**src/rtl/ysyx_25040111_rr_xbar_if.sv**
```systemverilog
// Bus bundle for the round-robin crossbar: N_MST requesting masters on one side
// (m_*), the single LSU memory port on the other (s_*).
//  modport master : crossbar view - arbitrates the masters, drives the slave request
//  modport slave  : environment view - the masters and the LSU port
// Master i occupies [i*AW +: AW] of m_addr, [i*8 +: 8] of m_len,
// [i*DW +: DW] of m_wdata and [i*DW/8 +: DW/8] of m_wstrb.
interface ysyx_25040111_rr_xbar_if #(
    parameter int N_MST = 2,
    parameter int AW    = 32,
    parameter int DW    = 32
);
    logic [N_MST-1:0]        m_valid;
    logic [N_MST-1:0]        m_ready;
    logic [N_MST-1:0]        m_write;
    logic [N_MST*AW-1:0]     m_addr;
    logic [N_MST*8-1:0]      m_len;
    logic [N_MST*DW-1:0]     m_wdata;
    logic [N_MST*DW/8-1:0]   m_wstrb;
    logic [N_MST-1:0]        m_rvalid;
    logic [N_MST-1:0]        m_rready;
    logic [DW-1:0]           m_rdata;
    logic                    m_rlast;
    logic [N_MST-1:0]        m_bvalid;
    logic                    m_err;

    logic                    s_avalid;
    logic                    s_aready;
    logic                    s_write;
    logic [AW-1:0]           s_addr;
    logic [7:0]              s_len;
    logic [DW-1:0]           s_wdata;
    logic [DW/8-1:0]         s_wstrb;
    logic                    s_rvalid;
    logic                    s_rready;
    logic [DW-1:0]           s_rdata;
    logic                    s_rlast;
    logic                    s_bvalid;
    logic                    s_bready;

    modport master (
        input  m_valid, m_write, m_addr, m_len, m_wdata, m_wstrb, m_rready,
               s_aready, s_rvalid, s_rdata, s_rlast, s_bvalid,
        output m_ready, m_rvalid, m_rdata, m_rlast, m_bvalid, m_err,
               s_avalid, s_write, s_addr, s_len, s_wdata, s_wstrb, s_rready, s_bready
    );

    modport slave (
        output m_valid, m_write, m_addr, m_len, m_wdata, m_wstrb, m_rready,
               s_aready, s_rvalid, s_rdata, s_rlast, s_bvalid,
        input  m_ready, m_rvalid, m_rdata, m_rlast, m_bvalid, m_err,
               s_avalid, s_write, s_addr, s_len, s_wdata, s_wstrb, s_rready, s_bready
    );
endinterface

```
**src/rtl/ysyx_25040111_rr_xbar.sv**
```systemverilog
// N-master to 1-slave round-robin arbiter in front of the LSU memory port.
// One transaction outstanding; the grant holds for a whole read burst or a
// single write. States: IDLE -> REQ -> (RD | WR) -> IDLE.
// Ports:
//  clock : system clock
//  reset : asynchronous, active-low reset
//  bus   : ysyx_25040111_rr_xbar_if.master (m_* master side, s_* LSU side)
// Optional feature: define ARB_TIMEOUT_EN to enable an 8-bit watchdog that
// answers the granted master with an error response after TIMEOUT cycles
// without a slave handshake and aborts the transaction.
module ysyx_25040111_rr_xbar #(
    parameter int N_MST   = 2,
    parameter int AW      = 32,
    parameter int DW      = 32,
    parameter int TIMEOUT = 255
) (
    input  logic                    clock,
    input  logic                    reset,
    ysyx_25040111_rr_xbar_if.master bus
);
    localparam int PW = $clog2(N_MST);

    if (N_MST < 2 || N_MST > 8) begin : g_chk_nmst
        $error("N_MST must be in 2..8");
    end
    if (DW % 8 != 0) begin : g_chk_dw
        $error("DW must be a multiple of 8");
    end
    if (TIMEOUT < 1 || TIMEOUT > 255) begin : g_chk_timeout
        $error("TIMEOUT must fit the 8-bit watchdog");
    end

    typedef enum logic [1:0] {IDLE, REQ, RD, WR} state_t;

    state_t        state;
    logic [PW-1:0] rr_ptr;
    logic [PW-1:0] grant;
    logic [PW-1:0] grant_nxt;
    logic [PW-1:0] pick;
    logic          pick_vld;
    logic [PW:0]   cand;
    logic          timeout;

    // First requesting master at or after rr_ptr, wrapping at N_MST.
    always_comb begin
        pick     = rr_ptr;
        pick_vld = 1'b0;
        cand     = '0;
        for (int unsigned off = 0; off < N_MST; off++) begin
            cand = {1'b0, rr_ptr} + (PW+1)'(off);
            if (cand >= (PW+1)'(N_MST)) begin
                cand = cand - (PW+1)'(N_MST);
            end
            if (!pick_vld && bus.m_valid[cand[PW-1:0]]) begin
                pick_vld = 1'b1;
                pick     = cand[PW-1:0];
            end
        end
        grant_nxt = (grant == PW'(N_MST-1)) ? '0 : grant + PW'(1);
    end

`ifdef ARB_TIMEOUT_EN
    logic [7:0] to_cnt;
    logic       slv_hs;

    always_comb begin
        slv_hs  = ((state == REQ) && bus.s_aready) ||
                  ((state == RD)  && bus.s_rvalid && bus.s_rready) ||
                  ((state == WR)  && bus.s_bvalid);
        timeout = (state != IDLE) && (to_cnt == 8'(TIMEOUT));
    end

    always_ff @(posedge clock or negedge reset) begin
        if (!reset) begin
            to_cnt <= '0;
        end else if (state == IDLE || slv_hs) begin
            to_cnt <= '0;
        end else begin
            to_cnt <= to_cnt + 8'd1;
        end
    end
`else
    always_comb timeout = 1'b0;
`endif

    // Response path is a pass-through so read beats see no added latency;
    // everything is forced idle outside the owning state, which also makes all
    // outputs zero while reset holds the FSM in IDLE.
    always_comb begin
        bus.m_ready  = '0;
        bus.m_rvalid = '0;
        bus.m_bvalid = '0;
        bus.m_rdata  = '0;
        bus.m_rlast  = 1'b0;
        bus.m_err    = 1'b0;
        bus.s_avalid = 1'b0;
        bus.s_rready = 1'b0;
        bus.s_bready = 1'b0;
        case (state)
            IDLE: begin
                if (reset && pick_vld) begin
                    bus.m_ready[pick] = 1'b1;
                end
            end
            REQ: begin
                if (timeout) begin
                    bus.m_err = 1'b1;
                    if (bus.s_write) begin
                        bus.m_bvalid[grant] = 1'b1;
                    end else begin
                        bus.m_rvalid[grant] = 1'b1;
                        bus.m_rlast         = 1'b1;
                    end
                end else begin
                    bus.s_avalid = 1'b1;
                end
            end
            RD: begin
                if (timeout) begin
                    bus.m_rvalid[grant] = 1'b1;
                    bus.m_rlast         = 1'b1;
                    bus.m_err           = 1'b1;
                end else begin
                    bus.m_rvalid[grant] = bus.s_rvalid;
                    bus.m_rdata         = bus.s_rdata;
                    bus.m_rlast         = bus.s_rvalid & bus.s_rlast;
                    bus.s_rready        = bus.m_rready[grant];
                end
            end
            WR: begin
                if (timeout) begin
                    bus.m_bvalid[grant] = 1'b1;
                    bus.m_err           = 1'b1;
                end else begin
                    bus.m_bvalid[grant] = bus.s_bvalid;
                    bus.s_bready        = 1'b1;
                end
            end
            default: ;
        endcase
    end

    always_ff @(posedge clock or negedge reset) begin
        if (!reset) begin
            state       <= IDLE;
            rr_ptr      <= '0;
            grant       <= '0;
            bus.s_write <= 1'b0;
            bus.s_addr  <= '0;
            bus.s_len   <= '0;
            bus.s_wdata <= '0;
            bus.s_wstrb <= '0;
        end else begin
            case (state)
                IDLE: begin
                    if (pick_vld) begin
                        grant       <= pick;
                        bus.s_write <= bus.m_write[pick];
                        bus.s_addr  <= bus.m_addr[int'(pick)*AW +: AW];
                        bus.s_len   <= bus.m_write[pick] ? 8'd0 : bus.m_len[int'(pick)*8 +: 8];
                        bus.s_wdata <= bus.m_wdata[int'(pick)*DW +: DW];
                        bus.s_wstrb <= bus.m_wstrb[int'(pick)*(DW/8) +: DW/8];
                        state       <= REQ;
                    end
                end
                REQ: begin
                    if (timeout) begin
                        rr_ptr <= grant_nxt;
                        state  <= IDLE;
                    end else if (bus.s_aready) begin
                        state <= bus.s_write ? WR : RD;
                    end
                end
                RD: begin
                    if (timeout || (bus.s_rvalid && bus.s_rready && bus.s_rlast)) begin
                        rr_ptr <= grant_nxt;
                        state  <= IDLE;
                    end
                end
                WR: begin
                    if (timeout || bus.s_bvalid) begin
                        rr_ptr <= grant_nxt;
                        state  <= IDLE;
                    end
                end
                default: state <= IDLE;
            endcase
        end
    end
endmodule

```
**src/flat_wrapper.sv**
```systemverilog
// flat-port wrapper written by rule: the top's interface ports become plain ports
module ysyx_25040111_rr_xbar_flat 
#(
    parameter int N_MST   = 2,
    parameter int AW      = 32,
    parameter int DW      = 32,
    parameter int TIMEOUT = 255
)
  (clock, reset, bus_m_valid, bus_m_write, bus_m_addr, bus_m_len, bus_m_wdata, bus_m_wstrb, bus_m_rready, bus_s_aready, bus_s_rvalid, bus_s_rdata, bus_s_rlast, bus_s_bvalid, bus_m_ready, bus_m_rvalid, bus_m_rdata, bus_m_rlast, bus_m_bvalid, bus_m_err, bus_s_avalid, bus_s_write, bus_s_addr, bus_s_len, bus_s_wdata, bus_s_wstrb, bus_s_rready, bus_s_bready);
  ysyx_25040111_rr_xbar_if #(.N_MST(N_MST), .AW(AW), .DW(DW)) bus_i ();
  input  logic clock;
  input  logic reset;
  input wire logic [$bits(bus_i.m_valid)-1:0] bus_m_valid;
  input wire logic [$bits(bus_i.m_write)-1:0] bus_m_write;
  input wire logic [$bits(bus_i.m_addr)-1:0] bus_m_addr;
  input wire logic [$bits(bus_i.m_len)-1:0] bus_m_len;
  input wire logic [$bits(bus_i.m_wdata)-1:0] bus_m_wdata;
  input wire logic [$bits(bus_i.m_wstrb)-1:0] bus_m_wstrb;
  input wire logic [$bits(bus_i.m_rready)-1:0] bus_m_rready;
  input wire logic [$bits(bus_i.s_aready)-1:0] bus_s_aready;
  input wire logic [$bits(bus_i.s_rvalid)-1:0] bus_s_rvalid;
  input wire logic [$bits(bus_i.s_rdata)-1:0] bus_s_rdata;
  input wire logic [$bits(bus_i.s_rlast)-1:0] bus_s_rlast;
  input wire logic [$bits(bus_i.s_bvalid)-1:0] bus_s_bvalid;
  output wire logic [$bits(bus_i.m_ready)-1:0] bus_m_ready;
  output wire logic [$bits(bus_i.m_rvalid)-1:0] bus_m_rvalid;
  output wire logic [$bits(bus_i.m_rdata)-1:0] bus_m_rdata;
  output wire logic [$bits(bus_i.m_rlast)-1:0] bus_m_rlast;
  output wire logic [$bits(bus_i.m_bvalid)-1:0] bus_m_bvalid;
  output wire logic [$bits(bus_i.m_err)-1:0] bus_m_err;
  output wire logic [$bits(bus_i.s_avalid)-1:0] bus_s_avalid;
  output wire logic [$bits(bus_i.s_write)-1:0] bus_s_write;
  output wire logic [$bits(bus_i.s_addr)-1:0] bus_s_addr;
  output wire logic [$bits(bus_i.s_len)-1:0] bus_s_len;
  output wire logic [$bits(bus_i.s_wdata)-1:0] bus_s_wdata;
  output wire logic [$bits(bus_i.s_wstrb)-1:0] bus_s_wstrb;
  output wire logic [$bits(bus_i.s_rready)-1:0] bus_s_rready;
  output wire logic [$bits(bus_i.s_bready)-1:0] bus_s_bready;
  assign bus_i.m_valid = bus_m_valid;
  assign bus_i.m_write = bus_m_write;
  assign bus_i.m_addr = bus_m_addr;
  assign bus_i.m_len = bus_m_len;
  assign bus_i.m_wdata = bus_m_wdata;
  assign bus_i.m_wstrb = bus_m_wstrb;
  assign bus_i.m_rready = bus_m_rready;
  assign bus_i.s_aready = bus_s_aready;
  assign bus_i.s_rvalid = bus_s_rvalid;
  assign bus_i.s_rdata = bus_s_rdata;
  assign bus_i.s_rlast = bus_s_rlast;
  assign bus_i.s_bvalid = bus_s_bvalid;
  assign bus_m_ready = bus_i.m_ready;
  assign bus_m_rvalid = bus_i.m_rvalid;
  assign bus_m_rdata = bus_i.m_rdata;
  assign bus_m_rlast = bus_i.m_rlast;
  assign bus_m_bvalid = bus_i.m_bvalid;
  assign bus_m_err = bus_i.m_err;
  assign bus_s_avalid = bus_i.s_avalid;
  assign bus_s_write = bus_i.s_write;
  assign bus_s_addr = bus_i.s_addr;
  assign bus_s_len = bus_i.s_len;
  assign bus_s_wdata = bus_i.s_wdata;
  assign bus_s_wstrb = bus_i.s_wstrb;
  assign bus_s_rready = bus_i.s_rready;
  assign bus_s_bready = bus_i.s_bready;
  ysyx_25040111_rr_xbar #(.N_MST(N_MST), .AW(AW), .DW(DW), .TIMEOUT(TIMEOUT)) u_core (.clock(clock), .reset(reset), .bus(bus_i));
endmodule
```
**config.mk**
```make
export PLATFORM = sky130hd
export DESIGN_NAME = ysyx_25040111_rr_xbar_flat
export DESIGN_NICKNAME = d
export VERILOG_FILES = /design/src/rtl/ysyx_25040111_rr_xbar_if.sv /design/src/rtl/ysyx_25040111_rr_xbar.sv /design/src/flat_wrapper.sv
export SDC_FILE = /design/constraint.sdc
export NUM_CORES = 1
export LEC_CHECK = 0
export BUFFER_PORTS_ARGS = -buffer_cell sky130_fd_sc_hd__buf_2
export CORE_AREA = 2 2 123 125
export DETAILED_ROUTE_END_ITERATION = 8
export DIE_AREA = 0 0 125 127
export PLACE_DENSITY_LB_ADDON = 0.12
export SLEW_MARGIN = 20
export SYNTH_ARGS = -nofsm -noshare
export SYNTH_HDL_FRONTEND = slang
export SYNTH_SLANG_ARGS = --single-unit
```
**constraint.sdc**
```tcl
create_clock -name clock -period 2.6 [get_ports clock]
set_clock_uncertainty 0.15 [all_clocks]
set_input_delay 0.39 -clock clock [delete_from_list [all_inputs] [get_ports clock]]
set_output_delay 0.39 -clock clock [all_outputs]
set_load 0.02 [all_outputs]
```
**Yosys cells after proc, flatten, opt, wreduce, memory -nomap -nowiden**

Cells that the tools add are included.

- Register bits after elaboration: 81
- Output and inout bits: 120
- Word-level logic and storage cells: 84

- Add/sub/neg operators: 4
- $lt $le $gt $ge: 8
- Equal/unequal tests: 7
- Shifts and indexed selects: 4
- Mux-type cells: 38
- Bitwise logic cells: 3
- Reduce and logical (&&, ||, !) cells: 12

Operator list:

| kind | number |
|---|---|
| 64-bit by 7-bit variable part select with 32-bit output | 2 |
| 32-bit 2-to-1 mux | 1 |
| 1-bit 2-to-1 mux | 24 |
| 2-bit 2-to-1 mux | 8 |
| 16-bit by 5-bit variable part select with 8-bit output | 1 |
| 1-bit by 2-bit < comparator with 1-bit output (second input constant) | 4 |
| 8-bit 2-to-1 mux | 1 |
| 2-bit one-hot mux with 4 select lines | 1 |
| 8-bit by 4-bit variable part select with 4-bit output | 1 |
| 1-bit logical AND | 6 |
| 2-bit bitwise AND | 2 |
| 2-bit equality test (second input constant) | 2 |
| 2-bit by 1-bit != test with 1-bit output (second input constant) | 2 |
| 2-bit != test (second input constant) | 2 |
| 4-bit AND reduction | 1 |
| 3-bit AND reduction | 1 |
| 1-bit by 1-bit adder with 2-bit output (second input constant) | 1 |
| 1-bit demux with 1-bit select | 2 |
| 2-bit by 1-bit equality test with 1-bit output (second input constant) | 1 |
| 1-bit >= comparator (second input constant) | 2 |
| 1-bit by 2-bit >= comparator with 1-bit output (second input constant) | 1 |
| 2-bit >= comparator (second input constant) | 1 |
| 2-bit logical NOT | 1 |
| 1-bit one-hot mux with 2 select lines | 1 |
| 6 further kinds | 7 |

**Logic depth before layout (Yosys ltp)**

- Word-level depth: 14
- Gate-level depth with buffers: 7
- Gate-level depth less buffers: 4

**Worst setup path before layout**

No wires, ideal clock.

- Path kind: input to output
- From: in bus_m_valid[0]
- To: out bus_m_ready[0]
- Data arrival time: 1509 ps
- Required time: 2060 ps
- Path slack: 551 ps
- Cell stages on the path: 6
- Cells stage by stage: inv_1 maj3_2 buf_6 buf_4 buf_4 nor2_1

- Word-level cells in the longest chain between the ends: 12

Ends and longest elaborated chain:

| item | line | source |
|---|---|---|
| start: declaration | flat_wrapper.sv:13 | `input wire logic [$bits(bus_i.m_valid)-1:0] bus_m_valid;` |
| 1-bit 2-to-1 mux (not written as such) (2 in series) | ysyx_25040111_rr_xbar.sv:54 | `if (!pick_vld && bus.m_valid[cand[PW-1:0]]) begin` |
| 1-bit 2-to-1 mux | ysyx_25040111_rr_xbar.sv:54 |  |
| 1-bit logical NOT | ysyx_25040111_rr_xbar.sv:54 |  |
| 1-bit logical AND | ysyx_25040111_rr_xbar.sv:54 |  |
| 1-bit 2-to-1 mux | ysyx_25040111_rr_xbar.sv:54 |  |
| 1-bit by 2-bit < comparator with 1-bit output (not written as such) or 1-bit >= comparator (tied branches) | ysyx_25040111_rr_xbar.sv:102 | `bus.m_ready[pick] = 1'b1;` |
| 1-bit logical AND (not written as such) | ysyx_25040111_rr_xbar.sv:102 |  |
| 1-bit 2-to-1 mux (not written as such) | ysyx_25040111_rr_xbar.sv:102 |  |
| 1-bit demux with 1-bit select | -- |  |
| 2-bit 2-to-1 mux * | ysyx_25040111_rr_xbar.sv:101 | `if (reset && pick_vld) begin` |
| 2-bit 2-to-1 mux * | ysyx_25040111_rr_xbar.sv:99 | `case (state)` |
| end: declaration | flat_wrapper.sv:25 | `output wire logic [$bits(bus_i.m_ready)-1:0] bus_m_ready;` |

Every way passes the cells marked *; elsewhere a longest branch is shown, timed or not. The select of a mux whose other input is x is not followed.

**Final worst setup path**

- From: reg u_core.state[1]
- To: out bus_m_rdata[27]

- Word-level cells in the longest chain between the ends: 2

Ends and longest elaborated chain:

| item | line | source |
|---|---|---|
| start: declaration | ysyx_25040111_rr_xbar.sv:35 | `state_t state;` |
| start signal: assignment | ysyx_25040111_rr_xbar.sv:171 | `state <= bus.s_write ? WR : RD;` |
| 2-bit equality test | ysyx_25040111_rr_xbar.sv:99 |  |
| 32-bit 2-to-1 mux | ysyx_25040111_rr_xbar.sv:99 |  |
| end: declaration | flat_wrapper.sv:27 | `output wire logic [$bits(bus_i.m_rdata)-1:0] bus_m_rdata;` |

Every way passes these cells.

==> metrics.yaml <==
finish:
  drive_gt1_share_pct: 48.5
  antennaDiodeCount: 0
  layout_commonest_cell: "buf_2"
  nets: 908
  final_core_util_pct: 42.8
  layout_common_cells: "buf_2 (313), nand2_1 (82), dfrtp_1 (81)"
  area_delta_synth_final_pct: 51.2
  fillers: 1472
yosys:
  ys_ff_latch: 81
  ys.warnings.count: 0
  synth_seq_area_share_pct: 49.6
  ys_types: 23
  syn_avg_cell_area_sq_um: 9.98
  syn_nets: 605
  syn-cell-area_sq_um: 4080
  synth_cells: 409
detailed_routing:
  drtIter0Drc: 86
  wl_mm: 12.9
  drt_pass1_iterations: 4
  routed_via_density: 4.31
  num_vias: 3882
  ant_nets: 0
  drc: 0
  post_drt_wl_per_cell_microns: 14.3
min_path:
  hold_path_depth: 3
  min_path_type: "in -> reg"
  worstHoldStart: "bus_m_wdata[27]"
die:
  io_pins: 316
  initial_utilization_pct: 28.3
  die_w_microns: 125
  num_rows: 44
  die_area_sq_um: 15900
  core_area_sq_um: 14400
  die_h_microns: 127
global_route:
  grt_pass1_vias: 3888
  grt_pass1_wl_mm: 20.1
  grt_antenna_before_repair: 0
  grt_start_max_net_pins: 73
  grt_overflow: 0
  grt.total_usage_pct: 16.1
setup_path:
  path_cells: "nor2b_1 -> buf_4 -> and2_1 -> buf_2"
  arrival_ns: 1.67
  path_max_fanout: 36
  crit_type: "reg -> out"
  ff2ff_setup_slack_ns: 0.73
  critical_path.startpoint: "u_core.state[1]$_DFFE_PN0P_"
  cp-start-kind: "flip-flop"
  reg2reg_depth: 3
  r2r-end: "u_core.bus.s_len[2]$_DFFE_PN0P_"
  path_buf_inv: 2
  critical_path_depth: 4
  r2r-start: "u_core.state[0]$_DFFE_PN0P_"
  crit_required_ns: 2.06
  cpLargestDelayFamily: "flip-flops"
  endpoint: "bus_m_rdata[27]"
  crit_path_top_delay_cell: "dfrtp_1"
  endpoint_kind: "primary output"
  cpPeakStageDelay_ns: 0.46
clock_network:
  clk_latency_ns: 0.33
  cts_tree: "built"
  root_buffer: "clkbuf_16"
  path_clk_slew_ns: 0.06
  cts_max_level: 3
  cts-buffers-inserted: 9
  numClockSinks: 81
  clk_path_buf_depth: 2
timing:
  hold_viol: 0
  period_minus_slack_ns: 2.21
  setup-violations-final: 0
  worst_pin_slew_ns: 0.915
  slew_headroom_pct: 39.0
  fmax_mhz: 453
  period_share_pct: 85.0
  slew_violations: 0
  finalSetupTns_ns: 0
  rsz0062_at_grt: "no"
  hold_slack_ns: 0.175
  fin_ws_ns: 0.391
status:
  status: "finished clean"
placed_design:
  pre_cts_ws_ns: 0.580
  dp_hpwl_mm: 10.3
  gp_congestion: 0.799
  portBuffers: 314
pwr:
  finalPower_mw: 7.28
  ir_worst_vdd_mv: 0.387
  leakage_nw: 3.56
  p_per_area_nw_per_um2: 1180
job:
  max_cap_viol_count: 0
==> per-layer routing <==
metal  GRT usage, %  routed length, microns  vias to the layer above
met1           19.9                    5400                     1733
met4           4.71                     195                        0
met2           26.9                    6350                      147
li1               -                       -                     1988
met5              0                       0                        -
met3           5.28                     919                       14
==> per-stage QoR <==
step	cell area [sq um]	cells
floorplan	4080	409
global route	6170	900
global placement	5850	884
finish	6170	900
CTS	6170	900
detailed placement	5850	884
==> cells by family after synthesis <==
family | synth area share, %
mux | 19.9
buf+inv | 4.17
fa+ha+maj | 0.276
flops | 49.6
other cells | 0.0919
compound gates | 11.2
simple gates | 14.7
==> timing repair <==
item	4_1_cts	5_1_grt
resized for setup	0	0
buffers inserted	0	0
hold buffers	1	0
endpoints found under the hold margin	9	0
==> worst register-to-register path, stage by stage, from the launching register on <==
cell	delay [ns]
dfrtp_1	0.46
or3_4	0.64
buf_12	0.28
o31ai_2	0.25
==> Yosys cell counts (all sizes together) <==
master	count	area [sq um]
a21oi	1	5.00
and2	33	206
and3	3	18.8
buf	20	114
clkbuf	12	45.0
conb	1	3.75
dfrtp	81	2030
inv	3	11.3
maj3	1	11.3
mux2	2	30.0
mux2i	78	781
nand2	82	308
nand3	1	5.00
nand3b	2	15.0
nor2	5	18.8
nor2b	3	18.8
nor3	1	5.00
o21ai	70	350
o31ai	9	103
or3	1	6.26
==> final cells by class <==
| cell class | count | area, sq um | area share (%) |
|---|---|---|---|
| multi-input combinational | 293 | 1890 | 30.7 |
| clock buffer | 12 | 246 | 3.99 |
| timing repair buffer | 324 | 1700 | 27.6 |
| tap | 184 | 230 | 3.73 |
| sequential | 81 | 2030 | 32.8 |
| clock inverter | 3 | 65.1 | 1.05 |
| inverter | 3 | 11.3 | 0.182 |
==> state kept, by name, indices dropped and copies added (netlist names) <==
register	flops
u_core.bus.s_wstrb	4
u_core.rr_ptr	1
u_core.bus.s_addr	32
u_core.bus.s_len	8
u_core.bus.s_wdata	32
u_core.state	2
u_core.bus.s_write	1
u_core.grant	1
==> where the power goes <==
| part | internal [mW] | switching [mW] | leakage [nW] |
|---|---|---|---|
| Sequential | 1.86 | 0.343 | 1.00 |
| Clock | 0.860 | 0.469 | 0.153 |
| Combinational | 1.40 | 2.34 | 2.40 |
| Total | 4.13 | 3.15 | 3.56 |
==> worst min path at each step <==
stage / endpoint / slack, ns
CTS: u_core.bus.s_addr[26]$_DFFE_PN0P_ / 0.16
finish: u_core.bus.s_wdata[27]$_DFFE_PN0P_ / 0.17
floorplan: u_core.bus.s_addr[0]$_DFFE_PN0P_ / -0.06
global route: u_core.bus.s_addr[20]$_DFFE_PN0P_ / 0.17
detailed placement: u_core.bus.s_wdata[29]$_DFFE_PN0P_ / 0.1
global placement: u_core.bus.s_wdata[30]$_DFFE_PN0P_ / 0.09
(Power assumes the default switching activity.)
